--- src/rtl/grf_wport_arbiter_pkg.sv ---
// grf_wport_arbiter_pkg: shared widths and the write-request record for the GRF write port.
package grf_wport_arbiter_pkg;
  localparam int REG_W = 5;
  localparam int DATA_W = 32;
  localparam int NUM_REGS = 32;
  typedef struct packed {
    logic we;
    logic [REG_W-1:0] addr;
    logic [DATA_W-1:0] data;
  } wb_req_t;
endpackage

--- src/rtl/grf_wb_fifo.sv ---
// grf_wb_fifo: power-of-2 FIFO of write requests with registered full/empty flags.
module grf_wb_fifo
  import grf_wport_arbiter_pkg::*;
#(
  parameter int DEPTH = 2
) (
  input  logic    clk,
  input  logic    rst,
  input  logic    push,
  input  logic    pop,
  input  wb_req_t push_req,
  output wb_req_t head,
  output logic    full,
  output logic    empty
);
  localparam int AW = $clog2(DEPTH);
  logic [AW-1:0] wr_q, wr_d, rd_q, rd_d;
  logic [AW:0] cnt_q, cnt_d;
  logic full_q, full_d, empty_q, empty_d, do_push, do_pop;
  wb_req_t mem_q [DEPTH];
  always_comb begin
    do_push = push && !full_q;
    do_pop = pop && !empty_q;
    wr_d = wr_q + AW'(do_push);
    rd_d = rd_q + AW'(do_pop);
    cnt_d = cnt_q + (AW+1)'(do_push) - (AW+1)'(do_pop);
    full_d = cnt_d == (AW+1)'(DEPTH);
    empty_d = cnt_d == '0;
  end
  always_ff @(posedge clk) begin
    if (!rst) begin
      wr_q <= '0;
      rd_q <= '0;
      cnt_q <= '0;
      full_q <= 1'b0;
      empty_q <= 1'b1;
    end else begin
      wr_q <= wr_d;
      rd_q <= rd_d;
      cnt_q <= cnt_d;
      full_q <= full_d;
      empty_q <= empty_d;
    end
  end
  always_ff @(posedge clk) begin
    if (do_push) mem_q[wr_q] <= push_req;
  end
  assign head = mem_q[rd_q];
  assign full = full_q;
  assign empty = empty_q;
endmodule

--- src/rtl/grf_wport_arbiter.sv ---
// grf_wport_arbiter: shares the GRF write port between W-stage writeback and buffered async results,
// with a starvation hold and a pending-write scoreboard for D-stage hazard stalls.
module grf_wport_arbiter
  import grf_wport_arbiter_pkg::*;
#(
  parameter int FIFO_DEPTH = 2,
  parameter int STARVE_LIMIT = 4
) (
  input  logic              clk,
  input  logic              rst,
  input  logic              w_we,
  input  logic [REG_W-1:0]  w_addr,
  input  logic [DATA_W-1:0] w_data,
  input  logic              a_valid,
  input  logic [REG_W-1:0]  a_addr,
  input  logic [DATA_W-1:0] a_data,
  output logic              a_ready,
  input  logic              iss_valid,
  input  logic [REG_W-1:0]  iss_addr,
  input  logic [REG_W-1:0]  q1_addr,
  input  logic [REG_W-1:0]  q2_addr,
  input  logic [REG_W-1:0]  q3_addr,
  output logic              q_stall,
  output logic              pipe_hold,
  output logic              grf_we,
  output logic [REG_W-1:0]  grf_a3,
  output logic [DATA_W-1:0] grf_wd
);
  localparam int SW = $clog2(STARVE_LIMIT + 1);
  wb_req_t w_req, a_req, head, grant;
  logic fifo_full, fifo_empty, w_win, pop, starving, hold_q, hold_d;
  logic [SW-1:0] starve_q, starve_d;
  logic [NUM_REGS-1:0] pend_q, pend_d;
  assign w_req = '{we: w_we, addr: w_addr, data: w_data};
  assign a_req = '{we: 1'b1, addr: a_addr, data: a_data};
  assign a_ready = !fifo_full;
  grf_wb_fifo #(.DEPTH(FIFO_DEPTH)) u_fifo (
    .clk(clk),
    .rst(rst),
    .push(a_valid && a_ready),
    .pop(pop),
    .push_req(a_req),
    .head(head),
    .full(fifo_full),
    .empty(fifo_empty)
  );
  always_comb begin
    w_win = !hold_q && w_we;
    pop = !w_win && !fifo_empty;
    grant = w_win ? w_req : (pop ? head : '0);
    grf_we = rst && grant.we && grant.addr != '0;
    grf_a3 = grant.addr;
    grf_wd = grant.data;
    starving = !fifo_empty && !pop;
    starve_d = !starving ? '0 : (starve_q == SW'(STARVE_LIMIT) ? starve_q : starve_q + SW'(1));
    hold_d = starving && starve_q == SW'(STARVE_LIMIT - 1);
    pend_d = pend_q;
    // Clear before set so a same-cycle reissue of the popped destination stays pending.
    if (pop) pend_d[head.addr] = 1'b0;
    if (iss_valid) pend_d[iss_addr] = 1'b1;
    pend_d[0] = 1'b0;
    q_stall = pend_q[q1_addr] || pend_q[q2_addr] || pend_q[q3_addr];
  end
  always_ff @(posedge clk) begin
    if (!rst) begin
      starve_q <= '0;
      hold_q <= 1'b0;
      pend_q <= '0;
    end else begin
      starve_q <= starve_d;
      hold_q <= hold_d;
      pend_q <= pend_d;
    end
  end
  assign pipe_hold = hold_q;
endmodule

--- config.mk ---
export PLATFORM = sky130hd
export DESIGN_NAME = grf_wport_arbiter
export DESIGN_NICKNAME = d
export VERILOG_FILES = /design/src/rtl/grf_wport_arbiter_pkg.sv /design/src/rtl/grf_wb_fifo.sv /design/src/rtl/grf_wport_arbiter.sv
export SDC_FILE = /design/constraint.sdc
export NUM_CORES = 1
export LEC_CHECK = 0
export ABC_AREA = 1
export CAP_MARGIN = 15
export CORE_MARGIN = 3
export CORE_UTILIZATION = 59
export CTS_BUF_LIST = sky130_fd_sc_hd__clkbuf_2
export DETAILED_ROUTE_END_ITERATION = 8
export DONT_BUFFER_PORTS = 1
export GPL_ROUTABILITY_DRIVEN = 0
export GPL_TIMING_DRIVEN = 0
export PLACE_DENSITY = 0.75
export SYNTH_ARGS = -nofsm -noshare
export SYNTH_HDL_FRONTEND = slang
export SYNTH_SLANG_ARGS = --single-unit
--- constraint.sdc ---
create_clock -name clk -period 4.9 [get_ports clk]
set_clock_uncertainty 0.05 [all_clocks]
set_input_delay 0.735 -clock clk [delete_from_list [all_inputs] [get_ports clk]]
set_output_delay 0.735 -clock clk [all_outputs]
set_load 0.01 [all_outputs]
-- Yosys cells after proc, flatten, opt, wreduce, memory -nomap -nowiden
Memory sizes are Yosys's and may differ from the RTL's. A register that Yosys moved wholly into a read port is not among the register bits.
Index checks and enable logic that the tools add are counted.
W data, S select, Z words.
- flip-flop bits (word level): 42
- memory bits (writable): 74
- input port bits: 99
- output and inout bits: 41
- logic and storage cells: 66
- memories: 1
- memories (memory ; depth ; width ; read ports ; clocked after memory_dff ; wr ports ; line ; text):
    u_fifo.mem_q ; 2 ; 37 ; 1 ; 1 ; 1 ; grf_wb_fifo.sv:20 ; wb_req_t mem_q [DEPTH];
- add/subtract/negate cells: 5
- magnitude comparators: 7
- equal/unequal tests: 3
- multiplexer cells: 17
- bitwise gates (word level): 3
- reduce and logical (&&, ||, !) cells: 21
- operators by type and width (kind ; count):
    $mux W38 ; 2
    $mux W32 ; 2
    $and A32 B32 Y32 ; 1
    $not A32 Y32 ; 1
    $or A32 B32 Y32 ; 1
    $lt A5 B6 Y1 const B ; 5
    $bmux W1 S5 ; 3
    $logic_and A1 B1 Y1 ; 11
    $demux W1 S5 ; 2
    $ge A5 B1 Y1 const B ; 2
    $mux W1 ; 8
    $logic_not A1 Y1 ; 5
    $reduce_bool A5 Y1 ; 1
    $add A3 B1 Y3 const B ; 1
    $eq A3 B2 Y1 const B ; 1
    $eq A3 B3 Y1 const B ; 1
    $add A1 B1 Y1 ; 2
    $add A2 B1 Y2 ; 1
    $eq A2 B2 Y1 const B ; 1
    $logic_not A2 Y1 ; 1
    $logic_or A1 B1 Y1 ; 2
    $reduce_and A2 Y1 ; 1
    $sub A2 B1 Y2 ; 1

-- Depth between registers and ports, before layout
Gate-level depths: netlist of the first run.
- depth after elaboration: 9
- gate-level depth with buffers: 12
- depth with buffers taken out: 11

-- Modules after synthesis
From an unflattened synthesis of the first run, not the netlist that was laid out.
- cells, all modules: 653
- area, all modules: 6054.6 µm²
- modules (own cells, without submodules) (module ; times used ; cells each ; area each (µm²) ; seq. area each (µm²)):
    grf_wb_fifo ; 1 ; 165 ; 3138.0 ; 2422.3
    grf_wport_arbiter ; 1 ; 488 ; 2916.5 ; 700.7

-- Worst setup path after synthesis of the first run
No wires, ideal clock.
- kind: input -> output
- start point: input w_we
- end point: output grf_we
- arrival time: 1.707 ns
- required time: 4.115 ns
- path slack: 2.408 ns
- stages on the path: 6
- path buffers: 1
- cells stage by stage: nand2_1 nand2_1 buf_4 o21ai_0 nor2_1 a21oi_1
- word-level cells in the longest chain between the ends: 7
- elaborated cells between the ends (all ways): 8
- classes of those cells: 2 x mux; 6 x reduce/logical
- ends and longest elaborated chain (item ; line ; text):
    start: declaration ; grf_wport_arbiter.sv:11 ; input logic w_we,
    $logic_and A1 B1 Y1 * ; grf_wport_arbiter.sv:48 ; w_win = !hold_q && w_we;
    $logic_not A1 Y1 ; grf_wport_arbiter.sv:49 ; pop = !w_win && !fifo_empty;
    $logic_and A1 B1 Y1 ; grf_wport_arbiter.sv:49 ;
    $mux W38 ; grf_wport_arbiter.sv:50 ; grant = w_win ? w_req : (pop ? head : '0);
    $mux W38 * ; grf_wport_arbiter.sv:50 ;
    net grf_a3[3] ; grf_wport_arbiter.sv:26 ; output logic [REG_W-1:0] grf_a3,
    $reduce_bool A5 Y1 * ; grf_wport_arbiter.sv:51 ; grf_we = rst && grant.we && grant.addr != '0;
    $logic_and A1 B1 Y1 * ; grf_wport_arbiter.sv:51 ;
    end: declaration ; grf_wport_arbiter.sv:25 ; output logic grf_we,
The timed path passes the listed nets; every way through them passes the cells marked *.

-- Worst setup path after layout of the first run
- start point: register hold_q, in the netlist pipe_hold
- end point: output grf_we
- word-level cells in the longest chain between the ends: 8
- elaborated cells between the ends (all ways): 9
- classes of those cells: 2 x mux; 7 x reduce/logical
- ends and longest elaborated chain (item ; line ; text):
    start: declaration ; grf_wport_arbiter.sv:31 ; logic fifo_full, fifo_empty, w_win, pop, starving, hold_q, hold_d;
    start signal: assignment ; grf_wport_arbiter.sv:71 ; hold_q <= hold_d;
    $logic_not A1 Y1 * ; grf_wport_arbiter.sv:48 ;
    $logic_and A1 B1 Y1 * ; grf_wport_arbiter.sv:48 ;
    $logic_not A1 Y1 ; grf_wport_arbiter.sv:49 ;
    $logic_and A1 B1 Y1 ; grf_wport_arbiter.sv:49 ;
    $mux W38 ; grf_wport_arbiter.sv:50 ;
    $mux W38 * ; grf_wport_arbiter.sv:50 ;
    net grf_a3[3] ; grf_wport_arbiter.sv:26 ;
    $reduce_bool A5 Y1 * ; grf_wport_arbiter.sv:51 ;
    $logic_and A1 B1 Y1 * ; grf_wport_arbiter.sv:51 ;
Marks and branches as above.

==> impl_metrics.ini, run 1 <==
[run_status]
status = finished, final reports clean

[worst_hold_path]
hp-class = input pin to flip-flop
hold_start = a_data[15]

[logic_synthesis]
netlist_instances = 742
ys_seq_area_frac = 0.516
avgSynthCellArea_um2 = 7.99
ys_ff_latch = 116
synth_cell_types = 30
synth_nets = 848
ys_warn_count = 0
syn_area_um2 = 5930

[global_routing]
grt_pass1_vias = 4996
grt_pass1_wl_um = 23300
grt_max_degree = 38
antenna_found_initial = 0
grt-ovfl-total = 0
grt_usage = 0.259

[pwr]
power.leakage_nw = 2.57
p_sw_w = 0.000843
internal_power_w = 0.00167
totalPowerFinal_w = 0.00251
power_density_nw_per_um2 = 392
peakVddDrop_mv = 0.250
pwr-share-seq = 0.493
combPwrFrac = 0.240
clock_power_share = 0.268
switching_share = 0.335

[detailed_routing]
via_per_inst = 5.59
num_vias = 5056
wl_um = 14200
wire_per_inst_um = 15.7
drtIter0Drc = 521
final_antenna_net_count = 0
drtPass1Iterations = 7
drc = 0

[setup_path]
cp-start-kind = flip-flop
startpoint = pipe_hold$_SDFF_PN0_
cpPeakStageDelay_ps = 430
worstSetupPathType = flip-flop to output pin
crit_required_ps = 4120
cp_top_family = compound AO/OA/AOI/OAI gates
cpMaxStageDelayCell = o21ai_0
rr_startpoint = pipe_hold$_SDFF_PN0_
cp_max_fo = 10
crit_path_end_kind = output pin
path_cells = inv_1 > nand2_1 > nand2_1 > buf_4 > o21ai_0 > nor2_1 > a21oi_1
arrival_ps = 2270
crit_top_cell = nand2_1
path_buf_inv = 2

[layout]
antenna_cells = 0
finalNetCount = 869
design_area_um2 = 6410
syn2layout_area_growth_pct = 8.02
layout-drive-gt1-share = 0.0902
fillCellCount = 775

[place]
dpl.hpwl_um = 10600
port_buffers = 0
place_area_um2 = 6140

[floorplan]
rows = 35
die_x_um = 106
initial_utilization = 0.624
pin_count = 140
core-area_um2 = 9500
die_y_um = 106
dieArea_um2 = 11300

[sta]
rsz0062_at_grt = no
finalSetupViolCount = 0
period_share = 0.623
setup_tns_ps = 0
finalHoldViolCount = 0
fmax_mhz = 328
period_needed_ps = 3050
maxSlewHeadroom = 0.273
tightest_slew_ps = 1080
finalMaxSlewViolations = 0

[job]
drv_cap = 0

[clock_tree]
numCtsBuffers = 17
clk_path_buf_depth = 2
cts_tree = yes
cts.clk_slew.worst_paths_ps = 200
htree_num_levels = 4
root_buffer = clkbuf_2
clkLatencyLatePin_ps = 610
postCtsSetupBuffers = 0
cts_hold_buf = 0
cts_resized = 0
cts.sinks = 116
final cells by class:
cell class / instances / area [µm²] / share of cell area
clock inverter: 13 / 174 / 0.0271
multi-input combinational: 497 / 2350 / 0.366
sequential: 116 / 3060 / 0.478
tap: 129 / 161 / 0.0252
inverter: 98 / 370 / 0.0578
buffer: 31 / 158 / 0.0246
clock buffer: 19 / 95.1 / 0.0148
timing repair buffer: 2 / 40.0 / 0.00625
cell usage after synthesis:
master / count / area [µm²]
a21oi_1: 38 / 190
a22oi_1: 1 / 7.51
a31oi_1: 1 / 6.26
buf_1: 1 / 3.75
buf_2: 12 / 60.1
buf_4: 3 / 22.5
buf_6: 2 / 22.5
clkbuf_1: 13 / 48.8
dfxtp_1: 42 / 841
edfxtp_1: 74 / 2220
ha_1: 7 / 87.6
inv_1: 95 / 357
inv_2: 2 / 7.51
inv_4: 1 / 6.26
nand2_1: 222 / 833
nand2_2: 2 / 12.5
nand2_4: 2 / 22.5
nand3_1: 81 / 405
nand3_4: 2 / 35.0
nand3b_1: 1 / 7.51
nor2_1: 18 / 67.6
nor2_2: 1 / 6.26
nor2_4: 1 / 11.3
nor3_1: 10 / 50.1
o211ai_1: 1 / 7.51
o21ai_0: 76 / 380
o21ai_1: 25 / 125
o21ai_2: 4 / 35.0
o21ai_4: 2 / 32.5
xnor2_1: 2 / 17.5
power by group through the flow:
stage	clock network (W)	logic, W	registers [W]
after floorplan	0	0.000450	0.00125
after global routing	0.000719	0.000682	0.00125
after detailed placement	0	0.000604	0.00126
after CTS	0.000683	0.000608	0.00124
after global placement	0	0.000568	0.00126
final	0.000673	0.000602	0.00124
per-stage QoR:
stage	instances	worst slack, ps	utilization	hold slack (ps)
global route	905	1670	0.674	71.7
global placement	871	2020	0.641	383
detailed placement	873	2210	0.646	401
finish	905	1850	0.674	134
floorplan	742	2410	-	375
CTS	905	1820	0.674	88.2
layout by cell type, fill, tap and decap left out, drive strengths merged:
cell / n
clkinv: 2
a22oi: 1
clkinvlp: 3
a31oi: 1
ha: 7
nand3: 83
dfxtp: 42
bufinv: 3
edfxtp: 74
inv: 103
buf: 20
nand3b: 1
nand2: 226
nor3: 10
o211ai: 1
xnor2: 2
clkbuf: 32
a21oi: 38
o21ai: 107
nor2: 20
worst paths after layout:
path	endpoint	slack, ps	depth (start not counted)
worst max-delay path	grf_we	1850	7
worst min-delay path	u_fifo.mem_q[0][15]$_DFFE_PP_	130	0
worst max register to register	u_fifo.empty$_SDFF_PN1_	2930	12
worst min register to register	flip-flop	430	1
layer usage:
layer | share of wire | global-route usage | vias to the layer above
met2 | 0.49 | 0.450 | 266
li1 | - | - | 2488
met1 | 0.40 | 0.310 | 2280
met5 | 0 | 0 | -
met3 | 0.097 | 0.0704 | 22
met4 | 0.016 | 0.0888 | 0
sequential cells by signal, summed over array words and instances (netlist names), named ones only:
signal,cells
u_fifo.mem_q,74
pend_q,31
starve_q,3
u_fifo.cnt_q,2
pipe_hold,1
u_fifo.empty,1
u_fifo.full,1
u_fifo.rd_q,1
u_fifo.wr_q,1
cells by family after synthesis:
| family | after synthesis | share of synthesized area |
|---|---|---|
| flops | 116 | 0.516 |
| buf+inv | 129 | 0.0890 |
| fa+ha+maj | 7 | 0.0148 |
| xor+xnor | 2 | 0.00295 |
| compound gates | 148 | 0.132 |
| simple gates | 340 | 0.245 |
(Power assumes the default switching activity.)
==> run 2, diff against run 1 <==
clock period = 3 ns   (was 4.9 ns; I/O delays follow)
==> run 2 against run 1 <==
Die area unchanged; flip-flop and latch count unchanged; final cell count up 4.6%; routed wire length up 4.8%; sequential share of layout area down 2.9 points; combinational power up 74%; non-clock buffer count up 42; worst hold slack worse by 29 ps; critical path depth unchanged; clock power up 62%; largest cell class unchanged.
==> impl_metrics.ini, run 2 (synthesis gave the netlist of run 1 again) <==
[run_status]
status = finished, final reports clean

[sta]
period_share = 0.923
period_needed_ps = 2770
tightest_slew_ps = 1060
finalMaxSlewViolations = 0
fmax_mhz = 361
finalHoldViolCount = 0
rsz0062_at_grt = no
finalSetupViolCount = 0
maxSlewHeadroom = 0.291
setup_tns_ps = 0
hold_ws_ps = 105

[clock_tree]
cts.clk_slew.worst_paths_ps = 170
root_buffer = clkbuf_2
clk_path_buf_depth = 2
cts.sinks = 116
clkLatencyLatePin_ps = 610
htree_num_levels = 4
numCtsBuffers = 17
cts_tree = yes

[layout]
layout-drive-gt1-share = 0.0856
antenna_cells = 0
reg_top3 = u_fifo.mem_q: 74 flops, pend_q: 31 flops, starve_q: 3 flops
largest_reg_flops = 74
largest-register = u_fifo.mem_q
mostFrequentLayoutCell = nand2_1
layout_common_cells = nand2_1 (222), inv_1 (95), nand3_1 (81)
syn2layout_area_growth_pct = 15.1
fillCellCount = 720
finalNetCount = 911

[floorplan]
die_x_um = 106
dieArea_um2 = 11300
die_y_um = 106
rows = 35
pin_count = 140
initial_utilization = 0.624
core-area_um2 = 9500

[pwr]
power.leakage_nw = 2.74
p_sw_w = 0.00140
internal_power_w = 0.00276
power_density_nw_per_um2 = 610
clock_power_share = 0.263
pwr-share-seq = 0.486
switching_share = 0.336
peakVddDrop_mv = 0.512
combPwrFrac = 0.251

[detailed_routing]
drtIter0Drc = 552
drtPass1Iterations = 6
num_vias = 5273
wire_per_inst_um = 15.7
final_antenna_net_count = 0
wl_um = 14900
via_per_inst = 5.57
drc = 0

[setup_path]
arrival_ps = 2270
crit_required_ps = 2500
startpoint = pipe_hold$_SDFF_PN0_
worstReg2RegEnd = u_fifo.empty$_SDFF_PN1_
rr_startpoint = pipe_hold$_SDFF_PN0_
crit_path_end_kind = output pin
cp-start-kind = flip-flop
cp_max_fo = 10
ff2ff_setup_slack_ps = 1020
worstSetupPathType = flip-flop to output pin
endpoint = grf_we
reg2reg_depth = 12

[worst_hold_path]
hp-class = input pin to flip-flop

[global_routing]
grt_pass1_vias = 5290
grt_usage = 0.272
grt_max_degree = 38
grt_pass1_wl_um = 24600
grt-ovfl-total = 0
antenna_found_initial = 0

[place]
dpl.hpwl_um = 10600
port_buffers = 0

[job]
drv_cap = 0
## run 2: power groups by stage
stage	Combinational (W)	Clock (W)	Sequential, W
finish	0.00105	0.00109	0.00202
global route	0.00118	0.00117	0.00204
CTS	0.00104	0.00112	0.00202
detailed placement	0.000987	0	0.00206
global placement	0.000928	0	0.00206
floorplan	0.000735	0	0.00205
## run 2: routing by layer
layer  vias to the layer above  wire (µm)  track usage
met2                       262       7520        0.482
li1                       2573          -            -
met3                        24       1310       0.0698
met4                         0        226       0.0823
met5                         -          0            0
met1                      2414       5840        0.323
## run 2: area by class of cell
cell class	instances	area, µm²	share of cell area
plain buffers	31	158	0.0231
clock buffers	19	95.1	0.0139
clock inverters	13	174	0.0255
inverters	98	370	0.0542
multi-input cells	497	2350	0.344
flip-flops and latches	116	3060	0.449
well taps	129	161	0.0236
repair buffers	44	460	0.0674
## run 2: worst max-delay path, stage by stage (launching register included)
cell and delay, ps:
dfxtp_1 420, inv_1 50, nand2_1 100, nand2_1 90, buf_4 200, o21ai_0 430, nor2_1 100, a21oi_1 270
## run 2: worst min-delay path by stage
stage               depth (start not counted)                    end                   start
finish                                      3  pend_q[16]$_SDFF_PN0_             iss_addr[0]
global route                                3  pend_q[30]$_SDFF_PN0_             iss_addr[0]
global placement                            1              flip-flop  u_fifo.rd_q$_SDFF_PN0_
floorplan                                   1              flip-flop  u_fifo.rd_q$_SDFF_PN0_
CTS                                         3  pend_q[30]$_SDFF_PN0_             iss_addr[0]
detailed placement                          1              flip-flop  u_fifo.rd_q$_SDFF_PN0_
## run 2: what timing repair did
action / 4_1_cts / 5_1_grt
hold endpoints to repair: 107 / 0
gates resized for setup: 0 / 0
setup buffers: 0 / 0
hold buffers: 42 / 0
## run 2: per-stage QoR
step	total power (W)	area (µm²)	util	cells	worst slack, ps
finish	0.00416	6830	0.718	947	231
global route	0.00439	6830	0.718	947	35.5
CTS	0.00418	6830	0.718	947	200
detailed placement	0.00305	6140	0.646	873	885
global placement	0.00299	6090	0.641	871	407
floorplan	0.00278	5930	-	742	948
